**src/rtl/fft_frame_ctrl.sv**
```systemverilog
// Frame sequencer around the 8-point pipelined FFT engine: gathers 8 streamed samples,
// holds them on the engine inputs for the pipeline latency, captures the results and streams them out.
module fft_frame_ctrl #(
    parameter int DATA_W     = 16,
    parameter int FFT_LAT    = 3,
    parameter bit BITREV_OUT = 1'b0
) (
    input  logic                clk,
    input  logic                rst_n,
    input  logic                s_valid,
    output logic                s_ready,
    input  logic [DATA_W-1:0]   s_real,
    input  logic [DATA_W-1:0]   s_imag,
    output logic                m_valid,
    input  logic                m_ready,
    output logic [DATA_W-1:0]   m_real,
    output logic [DATA_W-1:0]   m_imag,
    output logic [2:0]          m_index,
    output logic                m_last,
    output logic [8*DATA_W-1:0] fft_x_real,
    output logic [8*DATA_W-1:0] fft_x_imag,
    input  logic [8*DATA_W-1:0] fft_X_real,
    input  logic [8*DATA_W-1:0] fft_X_imag,
    output logic                busy,
    output logic [15:0]         frame_cnt
);
    // Valid/ready: a word moves on a rising edge where valid and ready are both high;
    // a source holding valid keeps its data stable until that edge.
    localparam int LAT_W = $clog2(FFT_LAT + 2);

    typedef enum logic [1:0] {FILL, COMPUTE, HOLD} fill_state_e;
    typedef enum logic {EMPTY, DRAIN} drain_state_e;

    fill_state_e            fill_q, fill_d;
    drain_state_e           drain_q, drain_d;
    logic [2:0]             wr_idx_q, wr_idx_d;
    logic [2:0]             rd_idx_q, rd_idx_d;
    logic [LAT_W-1:0]       lat_cnt_q, lat_cnt_d;
    logic [7:0][DATA_W-1:0] x_re_q, x_re_d, x_im_q, x_im_d;
    logic [7:0][DATA_W-1:0] buf_re_q, buf_re_d, buf_im_q, buf_im_d;
    logic [15:0]            frame_cnt_q, frame_cnt_d;

    logic       s_fire;
    logic       m_fire;
    logic       capture_ok;
    logic       capture;
    logic [2:0] rd_sel;

    always_comb begin
        s_fire     = (fill_q == FILL) && s_valid;
        m_fire     = (drain_q == DRAIN) && m_ready;
        // The buffer may be reloaded in the very cycle its last word leaves.
        capture_ok = (drain_q == EMPTY) || (m_fire && (rd_idx_q == 3'd7));
        capture    = capture_ok &&
                     (((fill_q == COMPUTE) && (lat_cnt_q == LAT_W'(FFT_LAT))) || (fill_q == HOLD));
    end

    always_comb begin
        fill_d      = fill_q;
        wr_idx_d    = wr_idx_q;
        lat_cnt_d   = lat_cnt_q;
        x_re_d      = x_re_q;
        x_im_d      = x_im_q;
        frame_cnt_d = frame_cnt_q;
        case (fill_q)
            FILL: begin
                if (s_fire) begin
                    x_re_d[wr_idx_q] = s_real;
                    x_im_d[wr_idx_q] = s_imag;
                    wr_idx_d         = wr_idx_q + 3'd1;
                    if (wr_idx_q == 3'd7) begin
                        fill_d    = COMPUTE;
                        lat_cnt_d = '0;
                    end
                end
            end
            COMPUTE: begin
                lat_cnt_d = lat_cnt_q + LAT_W'(1);
                if (lat_cnt_q == LAT_W'(FFT_LAT)) begin
                    fill_d = capture ? FILL : HOLD;
                end
            end
            HOLD: begin
                if (capture) begin
                    fill_d = FILL;
                end
            end
            default: fill_d = FILL;
        endcase
        if (capture) begin
            frame_cnt_d = frame_cnt_q + 16'd1;
        end
    end

    always_comb begin
        drain_d  = drain_q;
        rd_idx_d = rd_idx_q;
        buf_re_d = buf_re_q;
        buf_im_d = buf_im_q;
        if (m_fire) begin
            rd_idx_d = rd_idx_q + 3'd1;
            if (rd_idx_q == 3'd7) begin
                drain_d = EMPTY;
            end
        end
        if (capture) begin
            buf_re_d = fft_X_real;
            buf_im_d = fft_X_imag;
            drain_d  = DRAIN;
            rd_idx_d = 3'd0;
        end
    end

    always_ff @(posedge clk or negedge rst_n) begin
        if (!rst_n) begin
            fill_q      <= FILL;
            drain_q     <= EMPTY;
            wr_idx_q    <= '0;
            rd_idx_q    <= '0;
            lat_cnt_q   <= '0;
            x_re_q      <= '0;
            x_im_q      <= '0;
            buf_re_q    <= '0;
            buf_im_q    <= '0;
            frame_cnt_q <= '0;
        end else begin
            fill_q      <= fill_d;
            drain_q     <= drain_d;
            wr_idx_q    <= wr_idx_d;
            rd_idx_q    <= rd_idx_d;
            lat_cnt_q   <= lat_cnt_d;
            x_re_q      <= x_re_d;
            x_im_q      <= x_im_d;
            buf_re_q    <= buf_re_d;
            buf_im_q    <= buf_im_d;
            frame_cnt_q <= frame_cnt_d;
        end
    end

    assign rd_sel = BITREV_OUT ? {rd_idx_q[0], rd_idx_q[1], rd_idx_q[2]} : rd_idx_q;

    always_comb begin
        s_ready = (fill_q == FILL);
        busy    = (fill_q != FILL);
        m_valid = (drain_q == DRAIN);
        m_index = m_valid ? rd_idx_q : 3'd0;
        m_last  = m_valid && (rd_idx_q == 3'd7);
        m_real  = m_valid ? buf_re_q[rd_sel] : '0;
        m_imag  = m_valid ? buf_im_q[rd_sel] : '0;
    end

    assign fft_x_real = x_re_q;
    assign fft_x_imag = x_im_q;
    assign frame_cnt  = frame_cnt_q;

endmodule

```
**config.mk**
```make
export PLATFORM = sky130hd
export DESIGN_NAME = fft_frame_ctrl
export DESIGN_NICKNAME = d
export VERILOG_FILES = /design/src/rtl/fft_frame_ctrl.sv
export SDC_FILE = /design/constraint.sdc
export NUM_CORES = 1
export LEC_CHECK = 0
export ABC_AREA = 1
export BUFFER_PORTS_ARGS = -buffer_cell sky130_fd_sc_hd__buf_2
export CAP_MARGIN = 40
export CORE_AREA = 2 2 235 237
export CTS_CLUSTER_DIAMETER = 50
export DETAILED_ROUTE_END_ITERATION = 16
export DIE_AREA = 0 0 237 239
export PLACE_DENSITY = 0.79
export SLEW_MARGIN = 10
export SYNTH_ARGS = -nofsm -noshare
export SYNTH_HDL_FRONTEND = slang
export SYNTH_SLANG_ARGS = --single-unit
```
**constraint.sdc**
```tcl
create_clock -name clk -period 1.79 [get_ports clk]
set_input_delay 0.358 -clock clk [delete_from_list [all_inputs] [get_ports clk]]
set_output_delay 0.358 -clock clk [all_outputs]
set_load 0.05 [all_outputs]
```
==> impl_results.md, run 1 <==
- Htree depth: 3
- Dpl hpwl: ~58000 um
- Post-synthesis sequential area ratio: 58.98%
- GP Congestion: between 0.9 and 1
- Root buffer cell: clkbuf_16
- Place WS: -0.4319 ns
- Yosys cell types: 31
- Stopping stage: global routing (5_1_grt)
- Avg Inst Size Synth: 8.395 um^2
- Yosys reg bits: 540
- Tool Error: [ERROR GRT-0232] Routing congestion too high. Check the congestion heatmap in the GUI.
- Mapped Nets: a little over 3k
- Mapped cell area: 22910 um^2
- Chip width: between 200 and 250 um
- DP Cell Count: 3995
- Worst EP post-GRT repair: m_real[5]
- Status: aborted with a tool error
- Num Clock Sinks: 540
- GR Overflow Total: 2
- WEP type: output port
- Cell Rows: 86
- Warnings, synthesis: 0
- Largest net degree at the start of global routing: 80
- Synth Instances: 2729
- Die H: between 200 and 250 um
- Starting Density: 42.16%
- Clock buffer count from CTS: 69
- All-Layer GR Usage: roughly three fifths
- Port bufs: 602
- # IOs: ~600
- Clk buf depth: 3
==> logic make-up after synthesis <==
kind of cell	Yosys count	synth area share (%)
AOI/OAI and AO/OA	462	10.57
xor gates and xnor gates	9	0.3441
adders and majority gates	7	0.3823
buffers and inverters	281	5.489
DFF	540	58.98
and+or+nand+nor	1430	24.23
==> metrics by stage <==
| stage | TNS (ns) | instance area (um^2) |
|---|---|---|
| 2_1_floorplan | 0 | 23050 |
| 3_5_place_dp | -100.94 | 27640 |
| 4_1_cts | -162.51 | 35760 |
| 3_3_place_gp | -83.15 | 27640 |
==> synth_stat cells, drive strengths merged <==
master  count  area, um^2
a21oi       3       15.01
a22o        1       8.760
buf        81       501.7
clkbuf     77       294.0
dfrtp     540       13510
ha          7       87.58
inv       123       461.7
nand2    1193        4496
nand3       6       30.03
nand3b      2       15.01
nand4      10       143.9
nor2      216       829.6
nor3        3       37.53
o21ai     457        2392
o22ai       1       6.260
xnor2       1       8.760
xor2        8       70.07
==> metal layers <==
layer	track usage, %	GRT overflow
met5	33.16	0
met4	47.99	1
met3	48.21	0
met2	77.67	1
met1	59.63	0
==> timing repair <==
| action | 4_1_cts |
|---|---|
| cloned | 57 |
| hold endpoints to repair | 392 |
| hold buffers | 252 |
| gates resized for setup | 524 |
| buffers inserted | 46 |
| setup endpoints to repair | 315 |
| pin swaps | 129 |
==> inputs of run 2 (changes only) <==
CORE_AREA = unset   (was 2 2 235 237)
CORE_MARGIN = 1   (was unset)
CORE_UTILIZATION = 37   (was unset)
CTS_CLUSTER_DIAMETER = unset   (was 50)
DIE_AREA = unset   (was 0 0 237 239)
PLACE_DENSITY = unset   (was 0.79)
PLACE_DENSITY_LB_ADDON = 0.15   (was unset)
clock period = 2.35 ns   (was 1.79 ns; I/O delays follow)
==> run 2 against run 1 <==
  * The flow now finishes, with violations (negative setup slack)
  * Area after synthesis stayed put
  * Synthesized cell count stayed put
==> impl_results.md, run 2 <==
- Status: finished with violations
- Violated checks: negative setup slack
- # IOs: 603 (unchanged)
- Avg Inst Size Synth: 8.395 um^2 (unchanged)
- Pwr Density: between 1500 and 2000 nW/um^2
- DP Cell Count: 4017 (+0.55%)
- Cell Rows: 90 (+4.7%)
- Antenna violations before repair: 18
- Rel. slew slack: a little over half
- Most frequent cells in the layout: 1154 x nand2_1, 566 x buf_2, 538 x dfrtp_1, 237 x o21ai_0, 174 x nor2_1
- Peak supply drop: 0.9438 mV
- CP Launch Point: rd_idx_q[0]
- Final instance count without filler cells: around 4.2k
- Compound-gate portion of the synthesized area: 10.57% (unchanged)
- Largest area contributor in the netlist: dfrtp_1
- Worst setup path class: flip-flop to primary output
- Core ar.: ~61000 um^2
- Clock latency on the worst-skew pair: between 0.6 and 0.7 ns
- Skew final: roughly 0.022 ns
- GR Overflow Total: 0
- All-Layer GR Usage: between 20 and 30%
- Largest net degree at the start of global routing: 75
- Ys async rst share: 100.0% (unchanged)
- CTS tree: built
- Tmin final: roughly 2.7 ns
- Fin nets: ~3.6k
- Worst Tran Pin Value: about 0.72 ns
- Hold Path Class: input port to flip-flop
- Final Max Slew Viols: 0
- GP Congestion: 0.9235 (+1.3%)
- Root buffer cell: clkbuf_16
- Synth Area in Simple Gates: 24.23% (unchanged)
- LEAKAGE: 0.01604 uW
- Critical Path Source Type: flip-flop
- Yosys cell types: 31 (unchanged)
- Reg clk slew, reported paths: 0.06 ns
- EDFF count, synth: 0 (unchanged)
- Port bufs: 602 (unchanged)
- Synth top cells by count: 1190 x nand2_1, 540 x dfrtp_1, 345 x o21ai_0, 214 x nor2_1, 116 x inv_1
- Main combinational cell family by area after synthesis: simple AND/OR/NAND/NOR gates
- Synth top area share: 58.98% (unchanged)
- R2R depth: 12
- Max Cap Viol: 0
- Mapped cell area: 22910 um^2 (unchanged)
- Synth Instances: 2729 (unchanged)
- Clk buf depth: 3 (unchanged)
- Hold_sp: fft_X_imag[73]
- Syn-to-layout area delta: 34.74%
- Via density per instance: approximately 4.9
- Layout cells sized above 1: between 20 and 30%
- Starting Density: 37.68% (-4.5 points)
- Dpl hpwl: 58290 um (-0.30%)
- R2R Path Start: rd_idx_q[0]
- Final setup fails: 34
- First-pass GRT wire length: ~120000 um
- Via count: ~21k
- Synth area leaders: dfrtp_1 59%, nand2_1 19%, o21ai_0 7.5%, nor2_1 3.5%, inv_1 1.9%
- ANT nets after route: 0
- Detailed-route DRC error count: 0
- Peak Freq: 364.8 MHz
- Critical R2R Capture: buf_im_q[35]
- Warnings, synthesis: 0 (unchanged)
- XOR/XNOR Fraction of Synth Area: 0.3441% (unchanged)
- Post-Synth Adder-Cell Area: 0.3823% (unchanged)
- Yosys reg bits: 540 (unchanged)
- Num Clock Sinks: 540 (unchanged)
- Mapped Nets: 3028 (unchanged)
- Worst Setup End Kind: primary output
- Clock buffer count from CTS: 59 (-14%)
- FF-to-FF setup slack: around 0.08 ns
- Worst Path Max Fanout: 8
- Commonest non-fill, non-tap cell in the layout: nand2_1
- CP required: around 1.9 ns
- Fill cells: a little under 6k
- Chip width: 250.8 um (+5.8%)
- Count leader, synth: nand2_1
- Die H: 250.8 um (+5.0%)
- Post-route setup slack: -0.3915 ns
- Iteration count of the initial detailed-routing pass: 7
- Vias in the first global route: about 21k
- Die area: around 63000 um^2
- Unrepaired setup endpoints after global routing: true
- Critical Path AT: around 2.3 ns
- Post-synthesis mux area share: 0% (unchanged)
- First DRT Iteration DRCs: ~1.4k
- Htree depth: 2 (-1)
- Number of hold violations in the final report: 0
- Worst Setup EP: m_imag[5]
- Post-synthesis sequential area ratio: 58.98% (unchanged)
- Drt wl/cell: 20.21 um
- Final WL: between 80000 and 90000 um
- Final Power: around 55000 uW
- Ys flop type: dfrtp_1
- Final Cycle Share: 116.7%
==> run 2: cell families (layout without fill, tap and decap cells) <==
family | after synthesis | after routing
and+or+nand+nor | 1430 | 1430
xor gates and xnor gates | 9 | 9
AOI/OAI and AO/OA | 462 | 462
adders and majority gates | 7 | 7
DFF | 540 | 540
other | 0 | 5
buffers and inverters | 281 | 944
==> run 2: area by class of cell <==
| type | count | area [um^2] | share of cell area, % |
|---|---|---|---|
| diodes | 5 | 12.51 | 0.04053 |
| flip-flops and latches | 540 | 13520 | 43.80 |
| clock inverters | 28 | 439.2 | 1.423 |
| well taps | 782 | 978.4 | 3.169 |
| repair buffers | 712 | 5074 | 16.43 |
| multi-input cells | 1908 | 8686 | 28.14 |
| inverters | 123 | 486.7 | 1.577 |
| clock buffers | 80 | 1665 | 5.395 |
| repair inverters | 1 | 8.758 | 0.02837 |
==> run 2: how the worst min path moves through the flow <==
stage	to	slack [ns]	depth (start not counted)
6_report	buf_im_q[73]	0.04	3
5_1_grt	buf_im_q[73]	0.02	3
4_1_cts	buf_im_q[73]	0.001	3
3_5_place_dp	frame_cnt[15]	0.42	1
3_3_place_gp	buf_re_q[17]	0.43	1
2_1_floorplan	buf_im_q[0]	0.17	0
==> run 2: routing by layer <==
| layer | wire length (um) | vias up | GRT usage (%) |
|---|---|---|---|
| met2 | 40460 | 679 | 42.36 |
| met1 | 33470 | 9899 | 31.65 |
| met5 | 166 | - | 0 |
| met3 | 7286 | 178 | 8.418 |
| li1 | - | 9784 | - |
| met4 | 3089 | 28 | 10.08 |
==> run 2: metrics by stage <==
step	area (um^2)	setup slack, ns	TNS (ns)	hold slack [ns]	utilization [%]
final	30870	-0.3915	-10.94	0.03791	50.77
after CTS	29970	-0.4319	-11.24	0.001166	49.29
after floorplan	22910	0.1445	0	0.1744	-
after detailed placement	27100	-0.07741	-0.07741	0.4240	44.57
after global routing	30860	-0.4704	-14.06	0.02431	50.76
after global placement	27100	-0.05482	-0.05482	0.4268	44.57
==> run 2: worst max-delay path, cell delays in order, from the launching register on <==
cell and delay [ns]:
dfrtp_4 0.49, buf_12 0.16, clkinv_8 0.09, buf_16 0.14, buf_12 0.14, nor2_1 0.05
o21ai_2 0.25, nand2_2 0.09, nand2_2 0.10, buf_12 0.15
==> run 2: timing repair <==
item	in CTS	in global routing
setup buffers	10	18
cloned	6	15
endpoints found under the hold margin	31	0
pin swaps	20	39
resized for setup	215	153
endpoints found under the setup margin	33	100
hold buffers	2	0
==> run 2: where the power goes <==
group | switching, uW | internal, uW
logic | 19200 | 8570
registers | 2890 | 13800
clock network | 4000 | 6160
(Power assumes the default switching activity.)
